<file path="src/rtl/hwag_sync.sv">
// Crank-wheel synchroniser for an N-M trigger wheel. It measures tooth periods, finds the
// missing-tooth gap, and tracks the tooth number and sync state.
//
// state     | meaning
// ----------+-------------------------------------------------------------
// ST_STOP   | idle; pcnt held at 0, waiting for the first active edge
// ST_SEARCH | measuring teeth, looking for the short-long-short gap pattern
// ST_SYNC   | locked; tooth_num tracks position, gap verified every rev
module hwag_sync #(
  parameter int PCNT_WIDTH    = 24,
  parameter int TCNT_WIDTH    = 6,
  parameter int TEETH_TOTAL   = 60,
  parameter int TEETH_MISSING = 2,
  parameter int GAP_SHIFT     = 1
) (
  input  logic                  clk,
  input  logic                  rst,
  input  logic                  ena,
  input  logic                  cap,
  input  logic                  cap_edge_sel,
  input  logic                  err_clr,
  output logic                  sync,
  output logic [TCNT_WIDTH-1:0] tooth_num,
  output logic [PCNT_WIDTH-1:0] tooth_period,
  output logic                  tooth_strobe,
  output logic                  gap_strobe,
  output logic                  err_gap_lost,
  output logic                  err_gap_early,
  output logic                  err_stall
);

  localparam logic [TCNT_WIDTH-1:0] LAST_TOOTH = TCNT_WIDTH'(TEETH_TOTAL - TEETH_MISSING - 1);
  localparam logic [PCNT_WIDTH-1:0] PCNT_MAX   = '1;

  typedef enum logic [1:0] {ST_STOP, ST_SEARCH, ST_SYNC} state_t;

  state_t                state;
  logic                  cap_s1, cap_s2, cap_d, sel_q;
  logic                  act_edge;
  logic [PCNT_WIDTH-1:0] pcnt, h1, h2;
  logic [1:0]            hcnt;
  logic [PCNT_WIDTH-1:0] p_meas, h1_sh, p_sh;
  logic                  gap_search, gap_sync, overflow;

  always_ff @(posedge clk or negedge rst) begin
    if (!rst) begin
      cap_s1 <= 1'b0;
      cap_s2 <= 1'b0;
      cap_d  <= 1'b0;
      sel_q  <= 1'b0;
    end else begin
      cap_s1 <= cap;
      cap_s2 <= cap_s1;
      cap_d  <= cap_s2;
      sel_q  <= cap_edge_sel;
    end
  end

  assign act_edge = sel_q ? (cap_d & ~cap_s2) : (cap_s2 & ~cap_d);

  // Period of the tooth ending on this edge, and the gap tests on pre-shift history.
  assign p_meas     = pcnt + PCNT_WIDTH'(1);
  assign h1_sh      = h1 >> GAP_SHIFT;
  assign p_sh       = p_meas >> GAP_SHIFT;
  assign gap_search = (hcnt >= 2'd2) && (p_meas < h1_sh) && (h2 < h1_sh);
  assign gap_sync   = (h1 < p_sh);
  assign overflow   = (state != ST_STOP) && (pcnt == PCNT_MAX);

  // Only two history entries feed any decision, so older periods are not stored.
  always_ff @(posedge clk or negedge rst) begin
    if (!rst) begin
      state         <= ST_STOP;
      pcnt          <= '0;
      h1            <= '0;
      h2            <= '0;
      hcnt          <= 2'd0;
      sync          <= 1'b0;
      tooth_num     <= '0;
      tooth_period  <= '0;
      tooth_strobe  <= 1'b0;
      gap_strobe    <= 1'b0;
      err_gap_lost  <= 1'b0;
      err_gap_early <= 1'b0;
      err_stall     <= 1'b0;
    end else begin
      tooth_strobe <= 1'b0;
      gap_strobe   <= 1'b0;
      if (err_clr) begin
        err_gap_lost  <= 1'b0;
        err_gap_early <= 1'b0;
        err_stall     <= 1'b0;
      end

      // Disable and overflow both drop to STOP; an edge coinciding with overflow is lost.
      if (!ena || overflow) begin
        if (ena) err_stall <= 1'b1;
        state        <= ST_STOP;
        pcnt         <= '0;
        h1           <= '0;
        h2           <= '0;
        hcnt         <= 2'd0;
        sync         <= 1'b0;
        tooth_num    <= '0;
        tooth_period <= '0;
      end else if (act_edge) begin
        pcnt <= '0;
        if (state != ST_STOP) begin
          h2           <= h1;
          h1           <= p_meas;
          tooth_strobe <= 1'b1;
          if (hcnt != 2'd3) hcnt <= hcnt + 2'd1;
        end
        case (state)
          ST_STOP: state <= ST_SEARCH;
          ST_SEARCH: begin
            tooth_period <= p_meas;
            if (gap_search) begin
              state     <= ST_SYNC;
              sync      <= 1'b1;
              tooth_num <= TCNT_WIDTH'(1);
            end
          end
          ST_SYNC: begin
            if (!(tooth_num == LAST_TOOTH && gap_sync)) tooth_period <= p_meas;
            if (tooth_num == LAST_TOOTH) begin
              if (gap_sync) begin
                tooth_num  <= '0;
                gap_strobe <= 1'b1;
              end else begin
                err_gap_lost <= 1'b1;
                state        <= ST_SEARCH;
                sync         <= 1'b0;
                tooth_num    <= '0;
              end
            end else if (gap_sync) begin
              err_gap_early <= 1'b1;
              state         <= ST_SEARCH;
              sync          <= 1'b0;
              tooth_num     <= '0;
            end else begin
              tooth_num <= tooth_num + TCNT_WIDTH'(1);
            end
          end
          default: state <= ST_STOP;
        endcase
      end else if (state != ST_STOP) begin
        pcnt <= pcnt + PCNT_WIDTH'(1);
      end
    end
  end

endmodule
</file>
<file path="config.mk">
export PLATFORM = sky130hd
export DESIGN_NAME = hwag_sync
export DESIGN_NICKNAME = d
export VERILOG_FILES = /design/src/rtl/hwag_sync.sv
export SDC_FILE = /design/constraint.sdc
export NUM_CORES = 1
export LEC_CHECK = 0
export BUFFER_PORTS_ARGS = -buffer_cell sky130_fd_sc_hd__buf_2
export CAP_MARGIN = 10
export CORE_MARGIN = 2
export CORE_UTILIZATION = 40
export CTS_BUF_LIST = sky130_fd_sc_hd__clkbuf_16
export DETAILED_ROUTE_END_ITERATION = 16
export PLACE_DENSITY = 0.67
export SLEW_MARGIN = 20
export SYNTH_ARGS = -nofsm -noshare
export SYNTH_HDL_FRONTEND = slang
export SYNTH_SLANG_ARGS = --single-unit
</file>
<file path="constraint.sdc">
create_clock -name clk -period 9.34 [get_ports clk]
set_input_delay 1.868 -clock clk [delete_from_list [all_inputs] [get_ports clk]]
set_output_delay 1.868 -clock clk [all_outputs]
set_load 0.05 [all_outputs]
</file>
==> results.md <==
- Synth Flop Type: dfrtp_1
- Htree depth: 4
- Die ar.: around 0.018 sq mm
- Leak pwr: around 3.7 nW
- Largest family of logic cells by synthesized area: simple AND/OR/NAND/NOR gates
- Power per cell area: 179.2 mW/mm^2
- Synthesized instance count: 746
- Fillcell total: 1536
- # rows: 47
- Syn_area_per_cell: 9.161 sq um
- Count of final hold-check violations: 0
- EDFF count, synth: 0
- Skew-Pair Late Insertion Delay: roughly 0.42 ns
- Drt first-iter violations: 305
- Setup TNS: 0 ns
- Async S/R FF share, synth: 1.000
- Setup bufs post-CTS: 0
- Total number of vias: 5361
- Hold Crit Class: flip-flop to flip-flop
- Nets: approximately 860
- Warnings, synthesis: 0
- Mapped cell area: 0.006834 sq mm
- Comb pwr share: 0.122
- Count of different cell masters after synthesis: 62
- Setup Skew: 0.01192 ns
- Post-synthesis sequential area ratio: 0.4248
- Post-Route M1 WL: 7921 um
- HPWL Detailed: 10920 um
- Initial antenna violation count: 0
- Post-DRT Antenna Nets: 0
- Compound-Gate Fraction of Synth Area: 0.1468
- Sw Pwr: between 0.0003 and 0.0004 W
- Area Growth Syn to Fin: 15.21%
- Initial Utilization: 0.4106
- CP Class: flip-flop to flip-flop
- TritonCTS buffer count: 17
- P_int: roughly 0.0010 W
- Fmax achieved: 0.2318 GHz
- Synth Area in XOR/XNOR: 0.05767
- Setup Viol. Count Final: 0
- CTS tree: done
- Mux cell area share after synthesis: 0.004394
- Critical path's largest stage delay: 0.43 ns
- RSZ-0062 raised after global routing: false
- Slew Limit Fails: 0
- Die Span X: 134.7 um
- Layout cells sized above 1: 0.1248
- Switching Share: 0.2632
- First-pass GRT wire length: between 20000 and 30000 um
- Ordered list of cells on the worst path: ha_1 > nand3_1 > nor2_2 > nand3_1 > nor2_1 > and2_1 > nand2_1 > xor2_1 > ha_1 > nand4_1 > a21oi_1 > a221o_1 > a21oi_2 > a2111oi_4 > buf_4 > mux2i_1 > nor2_1
- # hold bufs at CTS: 0
- Post-route clock period utilization: 0.4618
- WL met2: 6949 um
- VDD IR max: 125.7 uV
- Via/cell ratio: 5.292
- Number of global-route vias before repair: 5158
- Worst setup EP type: flip-flop
- Worst-Margin Slew: between 1 and 1.5 ns
- Syn_nets: 823
- Post_cts resized: 0
- FF+latch area: 0.002903 sq mm
- Outcome: completed
- Synth Area in Simple Gates: 0.1873
- DRC: 0
- GR Overflow Total: 0
- IO Count: 42
- Drt pass-1 iters: 7
- WL final: 15710 um
- Max FO, Critical Path: 46
- Post-layout util: 0.4731
- Data arrival time of the worst path: 4.59 ns
- GRT Util Overall: 0.1844
- Multi-input gate area: 0.003612 sq mm
- Sequential power share: 0.377
- Yosys reg bits: 116
- Largest net degree at the start of global routing: 80
- Buffers added on ports: between 40 and 50
- Reg clk slew, reported paths: 0.06 ns
- CP Launch Type: flip-flop
- Slowest cell on the critical path: dfrtp_1
- Final Critical Period: about 4.3 ns
- WL/cell: 15.51 um
- R2R depth: 17
- DIE HEIGHT: ~130 um
- Clock power frac: 0.502
- Clock sink total: 116
- CTS root buffer: clkbuf_16
- Max Root-Sink Buffers: 2
- CP Data Required Time: 9.61 ns
- Max-slew headroom: 0.2940
- Detail Route met3 WL: 482 um
- Global placer's final weighted congestion: 0.8031
- Post-Synth Adder-Cell Area: 0.1300
- Hold path cells: 0
- DR top layer: met4
- Max Cap Viol: 0
- Core area: 0.01664 sq mm
- ANT cells: 0
## layout make-up
cell class	instances	share of cell area
Clock buffer	17	0.05403
Clock inverter	15	0.02717
Inverter	53	0.02527
Multi-Input combinational cell	546	0.4588
Sequential cell	116	0.3687
Tap cell	220	0.03496
Timing Repair Buffer	46	0.03115
## Yosys cell counts, drive strengths merged, types with 2 or more instances
cell,number,share of area
dfrtp,116,0.42
nor2,104,0.057
nand2,91,0.050
ha,71,0.13
inv,53,0.029
a21oi,51,0.038
a211oi,48,0.053
xor2,30,0.038
nand3,29,0.022
clkbuf,17,0.0093
xnor2,15,0.019
buf,14,0.011
nand4,12,0.013
nor3,11,0.010
o21ai,11,0.0081
and3,8,0.0077
a21o,6,0.0066
and2,4,0.0044
nand2b,4,0.0037
o211ai,4,0.0044
a211o,3,0.0044
mux2i,3,0.0044
nand3b,3,0.0033
nor4,3,0.0027
o22ai,3,0.0027
or2,3,0.0027
a2111oi,2,0.0053
a21boi,2,0.0022
a221o,2,0.0029
a311o,2,0.0031
a31oi,2,0.0018
## routing by layer
layer,vias up,GRT usage
met5,-,0
met4,0,0.07193
met3,24,0.02965
met2,100,0.2800
met1,2570,0.2642
li1,2667,-
## logic make-up (layout without fill, tap and decap cells)
family,count (synthesis),after routing
XOR/XNOR,45,45
multiplexers,3,3
flip-flops,116,116
buffers and inverters,84,131
adder cells (fa/ha/maj),71,71
AO/OA/AOI/OAI,147,147
AND/OR/NAND/NOR,280,280
## path summary, 6_finish.rpt
kind                          from              end  slack [ns]
max reg2reg                pcnt[0]  tooth_period[0]        5.03
min                         cap_s1           cap_s2        0.35
min in group asynchronous      rst  tooth_period[0]        1.57
max                        pcnt[0]  tooth_period[0]        5.03
min reg2reg                 cap_s1           cap_s2        0.35
max in group asynchronous      rst     tooth_strobe        6.63
## state kept, by name (all words and copies together) (netlist names), 2 cells and up
| register | count |
|---|---|
| h1 | 24 |
| h2 | 24 |
| hcnt | 2 |
| pcnt | 24 |
| state | 2 |
| tooth_num | 6 |
| tooth_period | 24 |
## cell usage in the layout, fill, tap and decap left out, types with 3 or more instances in the layout
cell type and n:
nor2_1 102, buf_4 6, nor3_1 9, inv_1 54, clkinvlp_4 5, xor2_1 30
a21o_1 6, clkbuf_16 17, nand4_1 11, nand2_1 91, a211o_2 3, o21ai_0 11
buf_2 40, or2_2 3, ha_1 71, a21oi_1 50, o211ai_1 4, and3_1 6
o22ai_1 3, nand3b_1 3, dfrtp_1 116, nand3_1 28, nor4_1 3, xnor2_1 15
bufinv_16 5, nand2b_1 4, a211oi_1 48, mux2i_1 3
## worst max-delay path, delay by kind of cell, from the launching register on
| family | cells | cell delay, ns |
|---|---|---|
| and+or+nand+nor | 8 | 1.31 |
| AOI/OAI and AO/OA | 4 | 1.00 |
| adders and majority gates | 2 | 0.55 |
| DFF | 1 | 0.43 |
| xor gates and xnor gates | 1 | 0.33 |
| buffers and inverters | 1 | 0.32 |
| muxes | 1 | 0.20 |
## power by group through the flow
stage | sequential [W] | clock, W | combinational (W)
final | 0.000531 | 0.000708 | 0.000172
after global routing | 0.000533 | 0.000739 | 0.000192
after CTS | 0.000531 | 0.000719 | 0.000173
after detailed placement | 0.000540 | 0 | 0.000172
after global placement | 0.000539 | 0 | 0.000171
after floorplan | 0.000554 | 0 | 0.000103
## stage by stage
| step | hold WS [ns] | power (W) | cells | area (sq um) | setup slack, ns |
|---|---|---|---|---|---|
| after global routing | 0.3563 | 0.001464 | 1013 | 7874 | 4.649 |
| final | 0.3504 | 0.001411 | 1013 | 7874 | 5.026 |
| after detailed placement | 0.3416 | 0.0007115 | 981 | 7234 | 5.099 |
| after CTS | 0.3542 | 0.001424 | 1013 | 7874 | 5.066 |
| after floorplan | 0.3312 | 0.0006566 | 746 | 6834 | 5.601 |
| after global placement | 0.3411 | 0.0007100 | 981 | 7234 | 5.202 |
No activity file was read; power rests on OpenSTA's default activity.
